===== src/rtl/pipe_ctrl_pkg.sv =====
// pipe_ctrl_pkg: shared controller states, XZR index and default stall/flush lengths
package pipe_ctrl_pkg;
  typedef enum logic [1:0] {RUN, LU_STALL, BR_FLUSH} state_e;
  localparam logic [4:0] XZR_IDX = 5'd31;
  localparam int LOAD_STALL_DEF = 1;
  localparam int FLUSH_CYCLES_DEF = 1;
endpackage


===== src/rtl/hazard_detect.sv =====
// hazard_detect: load-use hazard between EX-stage load and ID-stage sources
module hazard_detect
  import pipe_ctrl_pkg::*;
(
  input  logic [4:0] i_rn,
  input  logic [4:0] i_rm,
  input  logic       i_rm_used,
  input  logic [4:0] i_rd,
  input  logic       i_mem_to_reg,
  input  logic       i_reg_write,
  output logic       o_hz
);
  assign o_hz = i_mem_to_reg & i_reg_write & (i_rd != XZR_IDX) &
                ((i_rd == i_rn) | (i_rm_used & (i_rd == i_rm)));
endmodule


===== src/rtl/pipe_hazard_ctrl.sv =====
// pipe_hazard_ctrl: load-use stall, branch flush and memory freeze sequencing
module pipe_hazard_ctrl
  import pipe_ctrl_pkg::*;
#(
  parameter int LOAD_STALL   = LOAD_STALL_DEF,
  parameter int FLUSH_CYCLES = FLUSH_CYCLES_DEF,
  parameter int CNT_W        = 32
) (
  input  logic             clk,
  input  logic             reset,
  input  logic [4:0]       Rn_id,
  input  logic [4:0]       Rm_id,
  input  logic             Rm_used_id,
  input  logic [4:0]       Rd_ex,
  input  logic             MemtoReg_ex,
  input  logic             RegWrite_ex,
  input  logic             br_taken,
  input  logic             dmem_busy,
  output logic             pc_en,
  output logic             if_id_en,
  output logic             if_id_flush,
  output logic             id_ex_bubble,
  output logic             pipe_en,
  output logic [CNT_W-1:0] stall_cnt,
  output logic [CNT_W-1:0] flush_cnt
);
  localparam logic [2:0] LS_REM = 3'(LOAD_STALL - 1);
  localparam logic [2:0] FL_REM = 3'(FLUSH_CYCLES - 1);
  state_e           r_state, w_state_nxt;
  logic [2:0]       r_rem, w_rem_nxt;
  logic [CNT_W-1:0] r_stall_cnt, r_flush_cnt;
  logic             w_hz, w_stall_inc, w_flush_inc;
  hazard_detect u_hd (
    .i_rn(Rn_id),
    .i_rm(Rm_id),
    .i_rm_used(Rm_used_id),
    .i_rd(Rd_ex),
    .i_mem_to_reg(MemtoReg_ex),
    .i_reg_write(RegWrite_ex),
    .o_hz(w_hz)
  );
  always_comb begin
    w_state_nxt  = r_state;
    w_rem_nxt    = r_rem;
    w_stall_inc  = 1'b0;
    w_flush_inc  = 1'b0;
    pc_en        = 1'b1;
    if_id_en     = 1'b1;
    if_id_flush  = 1'b0;
    id_ex_bubble = 1'b0;
    pipe_en      = 1'b1;
    // while reset is held the outputs stay at their run values regardless of inputs
    if (!reset) w_state_nxt = RUN;
    else if (dmem_busy) begin
      pc_en    = 1'b0;
      if_id_en = 1'b0;
      pipe_en  = 1'b0;
    end else if (br_taken) begin
      if_id_flush = 1'b1;
      w_flush_inc = 1'b1;
      w_state_nxt = FLUSH_CYCLES > 1 ? BR_FLUSH : RUN;
      w_rem_nxt   = FL_REM;
    end else if (r_state == BR_FLUSH) begin
      if_id_flush = 1'b1;
      w_rem_nxt   = r_rem - 3'd1;
      w_state_nxt = r_rem == 3'd1 ? RUN : BR_FLUSH;
    end else if (r_state == LU_STALL || w_hz) begin
      pc_en        = 1'b0;
      if_id_en     = 1'b0;
      id_ex_bubble = 1'b1;
      w_stall_inc  = 1'b1;
      w_rem_nxt    = r_state == LU_STALL ? r_rem - 3'd1 : LS_REM;
      w_state_nxt  = r_state == LU_STALL ? (r_rem == 3'd1 ? RUN : LU_STALL)
                                         : (LOAD_STALL > 1 ? LU_STALL : RUN);
    end
  end
  always_ff @(posedge clk or negedge reset) begin
    if (!reset) begin
      r_state     <= RUN;
      r_rem       <= '0;
      r_stall_cnt <= '0;
      r_flush_cnt <= '0;
    end else begin
      r_state     <= w_state_nxt;
      r_rem       <= w_rem_nxt;
      r_stall_cnt <= r_stall_cnt + {{(CNT_W-1){1'b0}}, w_stall_inc};
      r_flush_cnt <= r_flush_cnt + {{(CNT_W-1){1'b0}}, w_flush_inc};
    end
  end
  assign stall_cnt = r_stall_cnt;
  assign flush_cnt = r_flush_cnt;
endmodule


===== config.mk =====
export PLATFORM = sky130hd
export DESIGN_NAME = pipe_hazard_ctrl
export DESIGN_NICKNAME = d
export VERILOG_FILES = /design/src/rtl/pipe_ctrl_pkg.sv /design/src/rtl/hazard_detect.sv /design/src/rtl/pipe_hazard_ctrl.sv
export SDC_FILE = /design/constraint.sdc
export NUM_CORES = 1
export LEC_CHECK = 0
export ABC_AREA = 1
export CORE_MARGIN = 5
export CORE_UTILIZATION = 50
export DETAILED_ROUTE_END_ITERATION = 8
export PLACE_DENSITY_LB_ADDON = 0.05
export SETUP_SLACK_MARGIN = 0.05
export SLEW_MARGIN = 30
export SYNTH_ARGS = -nofsm -noshare
export SYNTH_HDL_FRONTEND = slang
export SYNTH_SLANG_ARGS = --single-unit

===== constraint.sdc =====
create_clock -name clk -period 3.97 [get_ports clk]
set_input_delay 0.794 -clock clk [delete_from_list [all_inputs] [get_ports clk]]
set_output_delay 0.794 -clock clk [all_outputs]
set_load 0.03 [all_outputs]

==> results.sh <==
export IMPL_status="complete, no violations"
export IMPL_die_area_mm2=0.009401
export IMPL_clockRootBuffer="clkbuf_8"
export IMPL_cpPeakStageDelay_ns=0.74
export IMPL_cts_sinks=69
export IMPL_cap_violations=0
export IMPL_regToRegSetupSlack_ns=1.65
export IMPL_fin_crit_sh=0.9077
export IMPL_path_cells="clkdlybuf4s50_1 -> inv_1 -> nor3_1 -> a21oi_1 -> nand2_1 -> nand2_1 -> a21boi_0 -> clkdlybuf4s50_1"
export IMPL_vdd_ir_drop_max_mv=0.3622
export IMPL_wl_um=8800
export IMPL_criticalPathCategory="in2out"
export IMPL_hold_viol=0
export IMPL_ctsHoldBuffers=0
export IMPL_routedWlPerCell_um=13.54
export IMPL_nets=574
export IMPL_core_mm2=0.007292
export IMPL_clk_pin_slew_ns=0.07
export IMPL_fp_dieW_um=96.96
export IMPL_io_pins=91
export IMPL_placed_cells=633
export IMPL_tightest_slew_ns=0.4957
export IMPL_clockBufferDepth=2
export IMPL_yosysWarnings=0
export IMPL_critPathBufInv=3
export IMPL_ys_seq_area_frac=0.4567
export IMPL_synth_cell_type_count=25
export IMPL_cts_tree="built"
export IMPL_num_vias=3232
export IMPL_drtIter0Drc=97
export IMPL_slowest_stage="clkdlybuf4s50_1"
export IMPL_htreeDepth=3
export IMPL_power_leakage_nw=2.277
export IMPL_grt_pass1_wl_um=15440
export IMPL_final_cell_mix="nand2_1 (105), clkdlybuf4s50_1 (89), dfrtp_1 (69), inv_1 (55), nor2_1 (47)"
export IMPL_overflow=0
export IMPL_track_usage=0.1958
export IMPL_rsz0062_at_grt="no"
export IMPL_fin_cells=650
export IMPL_worstPathRequired_ns=3.18
export IMPL_final_seq_area_mm2=0.001727
export IMPL_fmax_mhz=277.5
export IMPL_syn_nets=472
export IMPL_drc_errors=0
export IMPL_multi_input_area_mm2=0.001833
export IMPL_cp_start_kind="input pin"
export IMPL_power_density_mw_per_mm2=318.3
export IMPL_grt_pass1_vias=3357
export IMPL_setup_ws_ns=0.3664
export IMPL_drt_pass1_iterations=4
export IMPL_fill_cells=622
export IMPL_crit_family="buffers and inverters"
export IMPL_path_max_fanout=3
export IMPL_syn_area_per_cell_um2=8.516
export IMPL_clkLatencyLatePin_ns=0.34
export IMPL_route_antenna_remaining_nets=0
export IMPL_antenna_found_initial=0
export IMPL_post_place_ws_ns=0.3494
export IMPL_endpoint_kind="primary output"
export IMPL_initial_core_util=0.5185
export IMPL_dieHeight_um=96.96
export IMPL_drive_above_1_share=0.09074
export IMPL_drv_slew=0
export IMPL_syn_inst=444
export IMPL_syn_area_mm2=0.003781
export IMPL_dp_hpwl_um=6939
export IMPL_antenna_cells=0
export IMPL_r2r_start="r_state[1]$_DFFE_PN0P_"
export IMPL_period_minus_slack_ns=3.604
export IMPL_cts_resized=0
export IMPL_io_buffers=90
export IMPL_hp_class="in2async"
export IMPL_max_slew_margin=0.6683
export IMPL_areaGrowthSynthToFinish_pct=32.59
export IMPL_cts_buffers=9
export IMPL_synth_seq_cells=69
export IMPL_cts_setup_buffers=0
export IMPL_final_common_cell="nand2_1"
export IMPL_finalSetupViolCount=0
export IMPL_arrival_ns=2.81
export IMPL_fin_worst_skew_ns=0.01056
export IMPL_viasPerCell=4.972
export IMPL_routabilityCongestion=0.8874
export IMPL_ff2ff_path_depth=13
export IMPL_grt_max_degree=68
export IMPL_row_count=31
export IMPL_rr_endpoint="stall_cnt[30]$_DFF_PN0_"
export IMPL_final_setup_tns_ns=0
==> cells in the mapped netlist (all sizes together) <==
| cell | instances | area, um2 |
|---|---|---|
| nand3b | 2 | 15.01 |
| and3 | 1 | 6.260 |
| nand4 | 16 | 115.1 |
| nor3 | 27 | 180.2 |
| a21oi | 2 | 10.01 |
| nand2 | 110 | 425.4 |
| ha | 6 | 75.07 |
| a21boi | 1 | 7.510 |
| nand3 | 25 | 152.7 |
| xnor2 | 24 | 210.2 |
| dfrtp | 69 | 1727 |
| inv | 57 | 214.0 |
| nor4 | 6 | 37.54 |
| a211oi | 1 | 7.510 |
| nor2 | 59 | 266.5 |
| buf | 1 | 7.510 |
| xor2 | 37 | 324.1 |
==> cell families (layout without fill, tap and decap cells) <==
logic type	count (synthesis)	after routing	share of synthesized area
AND/OR/NAND/NOR	246	246	0.3170
flip-flops	69	69	0.4567
XOR/XNOR	61	61	0.1413
buffers and inverters	58	165	0.05857
adder cells (fa/ha/maj)	6	6	0.01985
AO/OA/AOI/OAI	4	4	0.006620
==> worst max-delay path by stage <==
stage             start      endpoint  slack [ns]  cells after the start
3_3_place_gp   Rd_ex[2]         pc_en        0.42                      8
5_1_grt        Rd_ex[0]  id_ex_bubble        0.18                     12
4_1_cts        Rd_ex[2]         pc_en        0.35                      8
3_5_place_dp   Rd_ex[2]         pc_en        0.35                      8
2_1_floorplan  Rd_ex[2]         pc_en        0.88                      7
6_report       Rd_ex[2]         pc_en        0.37                      8
==> cell type report <==
type | instances | share of cell area
Multi-Input combinational cell | 317 | 0.3656
Sequential cell | 69 | 0.3444
Timing Repair Buffer | 92 | 0.1842
Inverter | 57 | 0.04268
Clock buffer | 12 | 0.02895
Tap cell | 99 | 0.02471
Clock inverter | 4 | 0.009483
==> worst reg2reg max path, stage by stage (launching register included) <==
cell and delay (ns):
dfrtp_1 0.39, inv_1 0.08, nor2_1 0.07, nor2_1 0.17
nand2_1 0.08, nor2_1 0.14, ha_1 0.19, ha_1 0.18
nand3_1 0.13, inv_2 0.12, nand3_1 0.12, nor2_1 0.25
nand4_1 0.14, xor2_1 0.17
==> per-stage QoR <==
| step | cell area [um2] | power (mW) | utilization | hold slack, ns |
|---|---|---|---|---|
| after floorplan | 3781 | 0.9120 | - | 0.4419 |
| after global placement | 4801 | 1.038 | 0.6584 | 0.4544 |
| after detailed placement | 4801 | 1.043 | 0.6584 | 0.4599 |
| after CTS | 4994 | 1.609 | 0.6848 | 0.2593 |
| after global routing | 5014 | 1.668 | 0.6875 | 0.2620 |
| final | 5014 | 1.596 | 0.6875 | 0.2731 |
==> state kept, by name (all words and copies together) (netlist names) <==
name       cells
flush_cnt     32
stall_cnt     32
r_rem          3
r_state        2
==> report_power, final <==
| part | switching (mW) | total [mW] | internal [mW] |
|---|---|---|---|
| clock network | 0.258 | 0.564 | 0.306 |
| registers | 0.0387 | 0.775 | 0.736 |
| logic | 0.151 | 0.257 | 0.106 |
| total | 0.448 | 1.60 | 1.15 |
==> per-layer routing <==
metal  vias to the layer above  share of wire  GRT usage
met5                         -              0          0
met4                         0          0.016    0.06263
met3                        13          0.049    0.04029
met2                        98           0.50     0.3418
met1                      1511           0.44     0.2417
li1                       1610              -          -
(Power assumes the default switching activity.)
